### src/rtl/chunked_addsub_pkg.sv
// Shared types and helpers for the chunked two's-complement adder/subtractor.
// State encodings are fixed so the waveform decode matches the lab tooling.
package chunked_addsub_pkg;

  typedef enum logic [1:0] {
    ST_IDLE = 2'd0,
    ST_RUN  = 2'd1,
    ST_DONE = 2'd2
  } state_t;

  // One full-adder cell: returns {carry, sum}.
  function automatic logic [1:0] full_add(input logic a, input logic b, input logic cin);
    return {(a & b) | (cin & (a ^ b)), a ^ b ^ cin};
  endfunction

  // Signed overflow: operands share a sign but the raw result does not.
  function automatic logic signed_ovf(input logic s_a, input logic s_b, input logic msb);
    return (s_a == s_b) && (msb != s_a);
  endfunction

endpackage

### src/rtl/chunked_addsub_chunk_add.sv
// CHUNK-bit ripple adder built from full-adder cells; one chunk of the
// multi-cycle operation is resolved per clock.
module chunk_add
  import chunked_addsub_pkg::*;
#(
  parameter int CHUNK = 4
) (
  input  logic [CHUNK-1:0] a,
  input  logic [CHUNK-1:0] b,
  input  logic             cin,
  output logic [CHUNK-1:0] sum,
  output logic             cout
);

  // Ripple the carry through the cells; a variable keeps the chain acyclic.
  always_comb begin
    logic       carry_v;
    logic [1:0] fa_v;
    carry_v = cin;
    sum     = '0;
    for (int i = 0; i < CHUNK; i++) begin
      fa_v    = full_add(a[i], b[i], carry_v);
      sum[i]  = fa_v[0];
      carry_v = fa_v[1];
    end
    cout = carry_v;
  end

endmodule

### src/rtl/chunked_addsub.sv
// Multi-cycle two's-complement adder/subtractor: CHUNK bits per clock,
// start/busy/done handshake, raw carry-out, signed overflow and optional saturation.
module chunked_addsub
  import chunked_addsub_pkg::*;
#(
  parameter int WIDTH  = 16,
  parameter int CHUNK  = 4,
  parameter int SAT_EN = 1
) (
  input  logic             clk,
  input  logic             rst_n,
  input  logic             Start,
  input  logic [WIDTH-1:0] A,
  input  logic [WIDTH-1:0] B,
  input  logic             Sub,
  input  logic             Sat,
  output logic             Busy,
  output logic             Done,
  output logic [WIDTH-1:0] Sum,
  output logic             CarryOut,
  output logic             OverFlow
);

  localparam int              NCH        = WIDTH / CHUNK;
  localparam int              CW         = (NCH > 1) ? $clog2(NCH) : 1;
  localparam logic [CW-1:0]   LAST_CNT   = CW'(NCH - 1);
  localparam logic            SAT_EN_BIT = (SAT_EN != 0);
  localparam logic [WIDTH-1:0] SAT_MAX   = {1'b0, {(WIDTH-1){1'b1}}};
  localparam logic [WIDTH-1:0] SAT_MIN   = {1'b1, {(WIDTH-1){1'b0}}};

  state_t           state_r, next_state_s;
  logic [CW-1:0]    cnt_r;
  logic [WIDTH-1:0] op_a_r, op_b_r, res_r;
  logic             carry_r, sat_l_r, s_a_r, s_b_r;
  logic             busy_r, done_r, carry_out_r, ovf_r;
  logic [WIDTH-1:0] sum_r;

  logic [WIDTH-1:0] b_in_s, res_shift_s, sum_fin_s;
  logic [CHUNK-1:0] chunk_sum_s;
  logic             chunk_cout_s, start_ok_s, last_s, ovf_s, busy_s, done_s;

  assign b_in_s     = Sub ? ~B : B;
  assign start_ok_s = Start && ((state_r == ST_IDLE) || (state_r == ST_DONE));
  assign last_s     = (state_r == ST_RUN) && (cnt_r == LAST_CNT);

  chunk_add #(.CHUNK(CHUNK)) u_chunk (
    .a    (op_a_r[CHUNK-1:0]),
    .b    (op_b_r[CHUNK-1:0]),
    .cin  (carry_r),
    .sum  (chunk_sum_s),
    .cout (chunk_cout_s)
  );

  // New chunk enters at the top so the LSB chunk lands at bit 0 after NCH cycles.
  assign res_shift_s = (res_r >> CHUNK) | (WIDTH'(chunk_sum_s) << (WIDTH - CHUNK));
  assign ovf_s       = signed_ovf(s_a_r, s_b_r, res_shift_s[WIDTH-1]);

  // Saturated or raw result presented at DONE entry.
  always_comb begin
    sum_fin_s = res_shift_s;
    if (ovf_s && sat_l_r) begin
      sum_fin_s = s_a_r ? SAT_MIN : SAT_MAX;
    end else begin
      sum_fin_s = res_shift_s;
    end
  end

  // State register.
  always_ff @(posedge clk or negedge rst_n) begin
    if (!rst_n) state_r <= ST_IDLE;
    else        state_r <= next_state_s;
  end

  // Next-state logic.
  always_comb begin
    next_state_s = ST_IDLE;
    case (state_r)
      ST_IDLE: next_state_s = Start ? ST_RUN : ST_IDLE;
      ST_RUN:  next_state_s = (cnt_r == LAST_CNT) ? ST_DONE : ST_RUN;
      ST_DONE: next_state_s = Start ? ST_RUN : ST_IDLE;
      default: next_state_s = ST_IDLE;
    endcase
  end

  // Handshake outputs decoded from the upcoming state, then registered.
  always_comb begin
    busy_s = 1'b0;
    done_s = 1'b0;
    case (next_state_s)
      ST_RUN:  busy_s = 1'b1;
      ST_DONE: done_s = 1'b1;
      default: begin
        busy_s = 1'b0;
        done_s = 1'b0;
      end
    endcase
  end

  // Operand latch, per-chunk shift and carry/counter update.
  always_ff @(posedge clk or negedge rst_n) begin
    if (!rst_n) begin
      op_a_r  <= '0;
      op_b_r  <= '0;
      res_r   <= '0;
      carry_r <= 1'b0;
      sat_l_r <= 1'b0;
      s_a_r   <= 1'b0;
      s_b_r   <= 1'b0;
      cnt_r   <= '0;
    end else if (start_ok_s) begin
      op_a_r  <= A;
      op_b_r  <= b_in_s;
      carry_r <= Sub;
      sat_l_r <= Sat & SAT_EN_BIT;
      s_a_r   <= A[WIDTH-1];
      s_b_r   <= b_in_s[WIDTH-1];
      cnt_r   <= '0;
    end else if (state_r == ST_RUN) begin
      op_a_r  <= op_a_r >> CHUNK;
      op_b_r  <= op_b_r >> CHUNK;
      res_r   <= res_shift_s;
      carry_r <= chunk_cout_s;
      cnt_r   <= cnt_r + CW'(1);
    end
  end

  // Registered outputs; results only change on entry to DONE.
  always_ff @(posedge clk or negedge rst_n) begin
    if (!rst_n) begin
      busy_r      <= 1'b0;
      done_r      <= 1'b0;
      sum_r       <= '0;
      carry_out_r <= 1'b0;
      ovf_r       <= 1'b0;
    end else begin
      busy_r <= busy_s;
      done_r <= done_s;
      if (last_s) begin
        sum_r       <= sum_fin_s;
        carry_out_r <= chunk_cout_s;
        ovf_r       <= ovf_s;
      end
    end
  end

  assign Busy     = busy_r;
  assign Done     = done_r;
  assign Sum      = sum_r;
  assign CarryOut = carry_out_r;
  assign OverFlow = ovf_r;

endmodule

### config.mk
export PLATFORM = sky130hd
export DESIGN_NAME = chunked_addsub
export DESIGN_NICKNAME = d
export VERILOG_FILES = /design/src/rtl/chunked_addsub_pkg.sv /design/src/rtl/chunked_addsub_chunk_add.sv /design/src/rtl/chunked_addsub.sv
export SDC_FILE = /design/constraint.sdc
export NUM_CORES = 1
export LEC_CHECK = 0
export BUFFER_PORTS_ARGS = -buffer_cell sky130_fd_sc_hd__buf_2
export CORE_UTILIZATION = 55
export DETAILED_ROUTE_END_ITERATION = 6
export HOLD_SLACK_MARGIN = 0.02
export MAX_ROUTING_LAYER = met4
export PLACE_DENSITY = 0.89
export SLEW_MARGIN = 20
export SYNTH_ARGS = -nofsm -noshare
export SYNTH_HDL_FRONTEND = slang
export SYNTH_SLANG_ARGS = --single-unit
### constraint.sdc
create_clock -name clk -period 3.3 [get_ports clk]
set_input_delay 0.66 -clock clk [delete_from_list [all_inputs] [get_ports clk]]
set_output_delay 0.66 -clock clk [all_outputs]
set_load 0.02 [all_outputs]
# After elaboration in Yosys (flattened, before gate mapping)
# Index checks and enable logic that the tools add are counted.
# classes
bitwise	23
n_mux	16
n_addsub	1
reduce_logical	9
n_eq_ne	7
# ops
cell	n
$mux 16	7
$not 16->16	1
$or 12x16->16	1
$and 1x1->1	8
$xor 1x1->1	8
$eq 2x2->1 const B	3
$mux 2	3
$mux 1	5
$eq 2x1->1 const B	2
$logic_and 1x1->1	4
$or 1x1->1	4
$pmux 2 s2	1
$add 2x1->2 const B	1
$logic_not 2->1	1
$reduce_and 2->1	1
$reduce_bool 2->1	1
$reduce_or 2->1	1
$eq 1x1->1	1
$logic_or 1x1->1	1
$ne 1x1->1	1
$not 1->1	1
# word_totals
in_bits	37
word_cells	70
register_bits	76
output_inout_bits	20

# Longest topological paths before layout
# logic_depth
ltp_word	13
depth_mapped	9
mapped_depth_nobuf	8

# Cells and area by module
# Synthesis repeated with hierarchy kept, for this count alone.
# unflattened
hier_cells	325
hier_area_um2	3178.0
# by_module_without_submodules
mod	area_per_inst_um2	n_inst	seq_area_each_um2	cells_per_inst
chunked_addsub	3060.4	1	1801.7	311
chunk_add	117.6	1	0.0	14

# Worst setup path after synthesis
# OpenSTA, ideal clock, no wires.
# synth_timing
path_kind	register to register
start	register op_a_r[0]
end	register sum_r[0] (netlist: Sum[0])
slack_ns	0.634
setup_ns	0.077
path_stages_with_launch	10
period_less_slack_ns	2.666
required_time_ns	3.223
arrival_time_ns	2.588
path_buffers	1
path_cell_list	dfrtp_1 -> fa_1 -> fa_1 -> inv_1 -> fa_1 -> fa_1 -> nand4_1 -> clkbuf_1 -> nand2_1 -> a21oi_1
# synth_via
elab_chain_len	13
elab_cells_between_ends	14
cone_classes	1 x eq/ne; 1 x mux; 10 x bitwise; 2 x reduce/logical
# synth_lines
element	line_no	rtl
start: declaration	chunked_addsub.sv:33	logic [WIDTH-1:0] op_a_r, op_b_r, res_r;
start signal: assignment	chunked_addsub.sv:119	op_a_r <= op_a_r >> CHUNK;
$xor 1x1->1	chunked_addsub_pkg.sv:13	return {(a & b) | (cin & (a ^ b)), a ^ b ^ cin};
$and 1x1->1	chunked_addsub_pkg.sv:13	
$or 1x1->1 *	chunked_addsub_pkg.sv:13	
$and 1x1->1 *	chunked_addsub_pkg.sv:13	
$or 1x1->1 *	chunked_addsub_pkg.sv:13	
$and 1x1->1 *	chunked_addsub_pkg.sv:13	
$or 1x1->1 *	chunked_addsub_pkg.sv:13	
$xor 1x1->1 *	chunked_addsub_pkg.sv:13	
$or 12x16->16 *	chunked_addsub.sv:55	assign res_shift_s = (res_r >> CHUNK) | (WIDTH'(chunk_sum_s) << (WIDTH - CHUNK));
$ne 1x1->1 *	chunked_addsub_pkg.sv:18	return (s_a == s_b) && (msb != s_a);
$logic_and 1x1->1 *	chunked_addsub_pkg.sv:18	
$logic_and 1x1->1 *	chunked_addsub.sv:61	if (ovf_s && sat_l_r) begin
$mux 16 *	chunked_addsub.sv:61	
end signal: assignment	chunked_addsub.sv:139	sum_r <= sum_fin_s;
end: declaration	chunked_addsub.sv:36	logic [WIDTH-1:0] sum_r;
# Mark *: on every way between the ends. The rest lies on a longest branch, timed or not.
# A chain may end at the register's enable or synchronous reset.

# Worst setup path in the final report
# layout_timing
start	register op_a_r[0]
end	register sum_r[15] (netlist: Sum[15])
# layout_via
elab_chain_len	13
elab_cells_between_ends	14
cone_classes	1 x eq/ne; 1 x mux; 10 x bitwise; 2 x reduce/logical
# layout_lines
element	line_no
$xor 1x1->1	chunked_addsub_pkg.sv:13
$and 1x1->1	chunked_addsub_pkg.sv:13
$or 1x1->1 *	chunked_addsub_pkg.sv:13
$and 1x1->1 *	chunked_addsub_pkg.sv:13
$or 1x1->1 *	chunked_addsub_pkg.sv:13
$and 1x1->1 *	chunked_addsub_pkg.sv:13
$or 1x1->1 *	chunked_addsub_pkg.sv:13
$xor 1x1->1 *	chunked_addsub_pkg.sv:13
$or 12x16->16 *	chunked_addsub.sv:55
$ne 1x1->1	chunked_addsub_pkg.sv:18
$logic_and 1x1->1	chunked_addsub_pkg.sv:18
$logic_and 1x1->1	chunked_addsub.sv:61
$mux 16 *	chunked_addsub.sv:61
# Marks and branches as above.

==> impl_metrics.py <==
metrics = {
    "detailed_routing": {
        "drt-pass1-iter-count": 5,
        "postRouteAntennaNets": 0,
        "drt-total-wl_um": 6520,
        "route.detailed.drc": 0,
        "drt-initial-drc-count": 173,
        "route.vias.total": 2533,
        "routed_wire_length_per_instance_um": 14.0,
        "vias_per_cell": 5.46,
    },
    "worst_setup_path": {
        "cp.arrival_ns": 3.15,
        "worstPathMaxFanout": 15,
        "start_kind": "flip-flop",
        "r2r_cells": 8,
        "cp-end-kind": "flip-flop",
        "timing.rr.start": "op_a_r[0]",
        "reg2reg_slack_ns": 0.39,
        "path_class": "reg -> reg",
        "rr_endpoint": "Sum[15]",
        "cp.required_ns": 3.54,
    },
    "timing": {
        "max_freq_mhz": 343,
        "tightest_slew_ns": 0.925,
        "rsz0062_at_grt": "false",
        "setup_viol": 0,
        "timing.final.crit_share_pct": 88.3,
        "hold_viol": 0,
        "setup_tns_ns": 0,
        "relSlewSlack_pct": 38.0,
        "slew_viol_final": 0,
        "min_period_ns": 2.91,
        "setup_slack_ns": 0.385,
        "fin_skew_ns": 0.00762,
        "whs_ns": 0.310,
    },
    "cts": {
        "post_cts_buffers": 0,
        "h-tree-depth": 3,
        "root_buffer": "clkbuf_8",
        "cts_sinks": 72,
        "clock_latency_ns": 0.34,
        "cts.path.max_buffers": 2,
        "cts_hold_buffers": 0,
        "clkTransAtPathRegs_ns": 0.07,
        "cts_tree": "built",
        "cts_resized": 0,
        "cts_buffers": 9,
    },
    "grt": {
        "grt_overflow": 0,
        "grt_pass1_wl_um": 11100,
        "grt_pass1_vias": 2301,
        "grt_max_degree": 29,
        "grt_use_total_pct": 24.7,
        "antenna_found_initial": 0,
    },
    "yosys": {
        "yosysSeqAreaShare_pct": 56.8,
        "synthesis.nets": 379,
        "synthCells": 337,
        "avgSynthCellArea_um2": 9.42,
        "synth_warnings": 0,
        "synth_area_um2": 3170,
        "ys_ff_latch": 72,
        "ys_types": 28,
    },
    "floorplanning": {
        "chipHeight_um": 78.0,
        "start_util_pct": 57.3,
        "die-area_um2": 6080,
        "core_um2": 5540,
        "chipWidth_um": 78.0,
        "rows": 27,
        "io_pins": 57,
    },
    "job": {
        "maxCapViolCount": 0,
    },
    "hold_path": {
        "worstHoldPathType": "in -> async",
    },
    "run_status": {
        "outcome": "completed",
    },
    "power": {
        "irDropWorstVdd_mv": 0.475,
        "p_per_area_nw_per_um2": 1060,
        "p_leak_nw": 1.82,
    },
    "place": {
        "dp_worst_setup_slack_ns": 0.359,
        "gp_congestion": 0.809,
        "dp.cells": 450,
        "io_buffers": 56,
        "hpwl_um": 4520,
    },
    "cells_and_area": {
        "final_cell_mix": "nand2_1, dfrtp_1, buf_2, nor2_1, a31oi_1",
        "final_common_cell": "nand2_1",
        "drive_gt1_share_pct": 20.2,
        "nets": 431,
        "area_growth_pct": 15.4,
        "instances_no_fill": 464,
        "num_antenna_cells": 0,
    },
}
worst max-delay path by stage:
| stage | startpoint | endpoint | slack (ns) | depth (start not counted) |
|---|---|---|---|---|
| floorplan | op_a_r[0] | Sum[0] | 0.63 | 9 |
| global placement | op_a_r[0] | Sum[15] | 0.51 | 8 |
| detailed placement | op_a_r[0] | Sum[6] | 0.36 | 8 |
| CTS | op_a_r[0] | Sum[6] | 0.35 | 8 |
| global route | op_a_r[0] | Sum[13] | 0.16 | 8 |
| finish | op_a_r[0] | Sum[15] | 0.39 | 8 |
critical path, cell delays in order, from the launching register on:
cell and delay, ns:
dfrtp_1 0.42, fa_1 0.45, fa_1 0.36, inv_1 0.09, fa_1 0.19, fa_1 0.50
nor4b_2 0.30, nor2_1 0.26, a22o_1 0.24
power breakdown:
group | switching, W | internal (W) | total, W
sequential | 0.000264 | 0.00131 | 0.00158
clock | 0.000308 | 0.000338 | 0.000646
combinational | 0.00103 | 0.000614 | 0.00164
total | 0.00160 | 0.00227 | 0.00387
cell usage after synthesis:
library cell / instances / area, um^2
a211oi_1: 1 / 7.51
a21o_1: 2 / 15.0
a21oi_1: 16 / 80.1
a221o_1: 2 / 20.0
a22o_1: 9 / 78.8
a31oi_1: 21 / 131
buf_2: 12 / 60.1
buf_4: 4 / 30.0
clkbuf_1: 6 / 22.5
clkinv_1: 1 / 3.75
dfrtp_1: 72 / 1800
fa_1: 4 / 80.1
ha_1: 1 / 12.5
inv_1: 7 / 26.3
nand2_1: 104 / 390
nand2b_1: 2 / 12.5
nand3_1: 3 / 15.0
nand3b_1: 1 / 7.51
nand4_1: 1 / 6.26
nor2_1: 37 / 139
nor2_2: 1 / 6.26
nor2b_1: 2 / 12.5
nor3_1: 3 / 15.0
nor4b_2: 1 / 15.0
o211ai_1: 1 / 7.51
o21ai_0: 6 / 30.0
or3_1: 1 / 6.26
xor2_1: 16 / 140
cells by family (layout without fill, tap and decap cells):
family,after synthesis,after routing,synth area share [%]
buffers and inverters,30,85,4.50
DFF,72,72,56.8
adders and majority gates,5,5,2.92
and+or+nand+nor,156,156,19.7
xor gates and xnor gates,16,16,4.42
AOI/OAI and AO/OA,58,58,11.7
sequential cells by signal, summed over array words and instances, names as in the netlist:
signal    cells
state_r       2
cnt_r         2
op_b_r       16
CarryOut      1
res_r        12
Done          1
s_b_r         1
Sum          16
s_a_r         1
Busy          1
op_a_r       16
OverFlow      1
sat_l_r       1
carry_r       1
per-layer routing:
| layer | share of wire [%] | GRT usage [%] | vias up | wire length, um |
|---|---|---|---|---|
| li1 | - | - | 1212 | - |
| met1 | 45 | 33.1 | 1220 | 2920 |
| met2 | 49 | 37.0 | 89 | 3190 |
| met3 | 4.5 | 4.59 | 12 | 292 |
| met4 | 1.8 | 11.3 | 0 | 118 |
| met5 | 0 | - | - | 0 |
final cells by class:
type	instances	area, um^2
Multi-Input combinational cell	235	1230
Sequential cell	72	1800
Clock inverter	4	47.5
Timing Repair Buffer	63	333
Clock buffer	10	128
Inverter	8	30.0
Fill cell	455	1880
Tap cell	72	90.1
per-stage QoR:
stage                     instance area [um^2]  total power [W]  util [%]
final                                     3660          0.00387      66.1
after detailed placement                  3490          0.00324      62.9
after global routing                      3660          0.00418      66.1
after global placement                    3490          0.00313      62.9
after floorplan                           3170          0.00278         -
after CTS                                 3660          0.00389      66.1
Power figures use the tool's default switching activity.
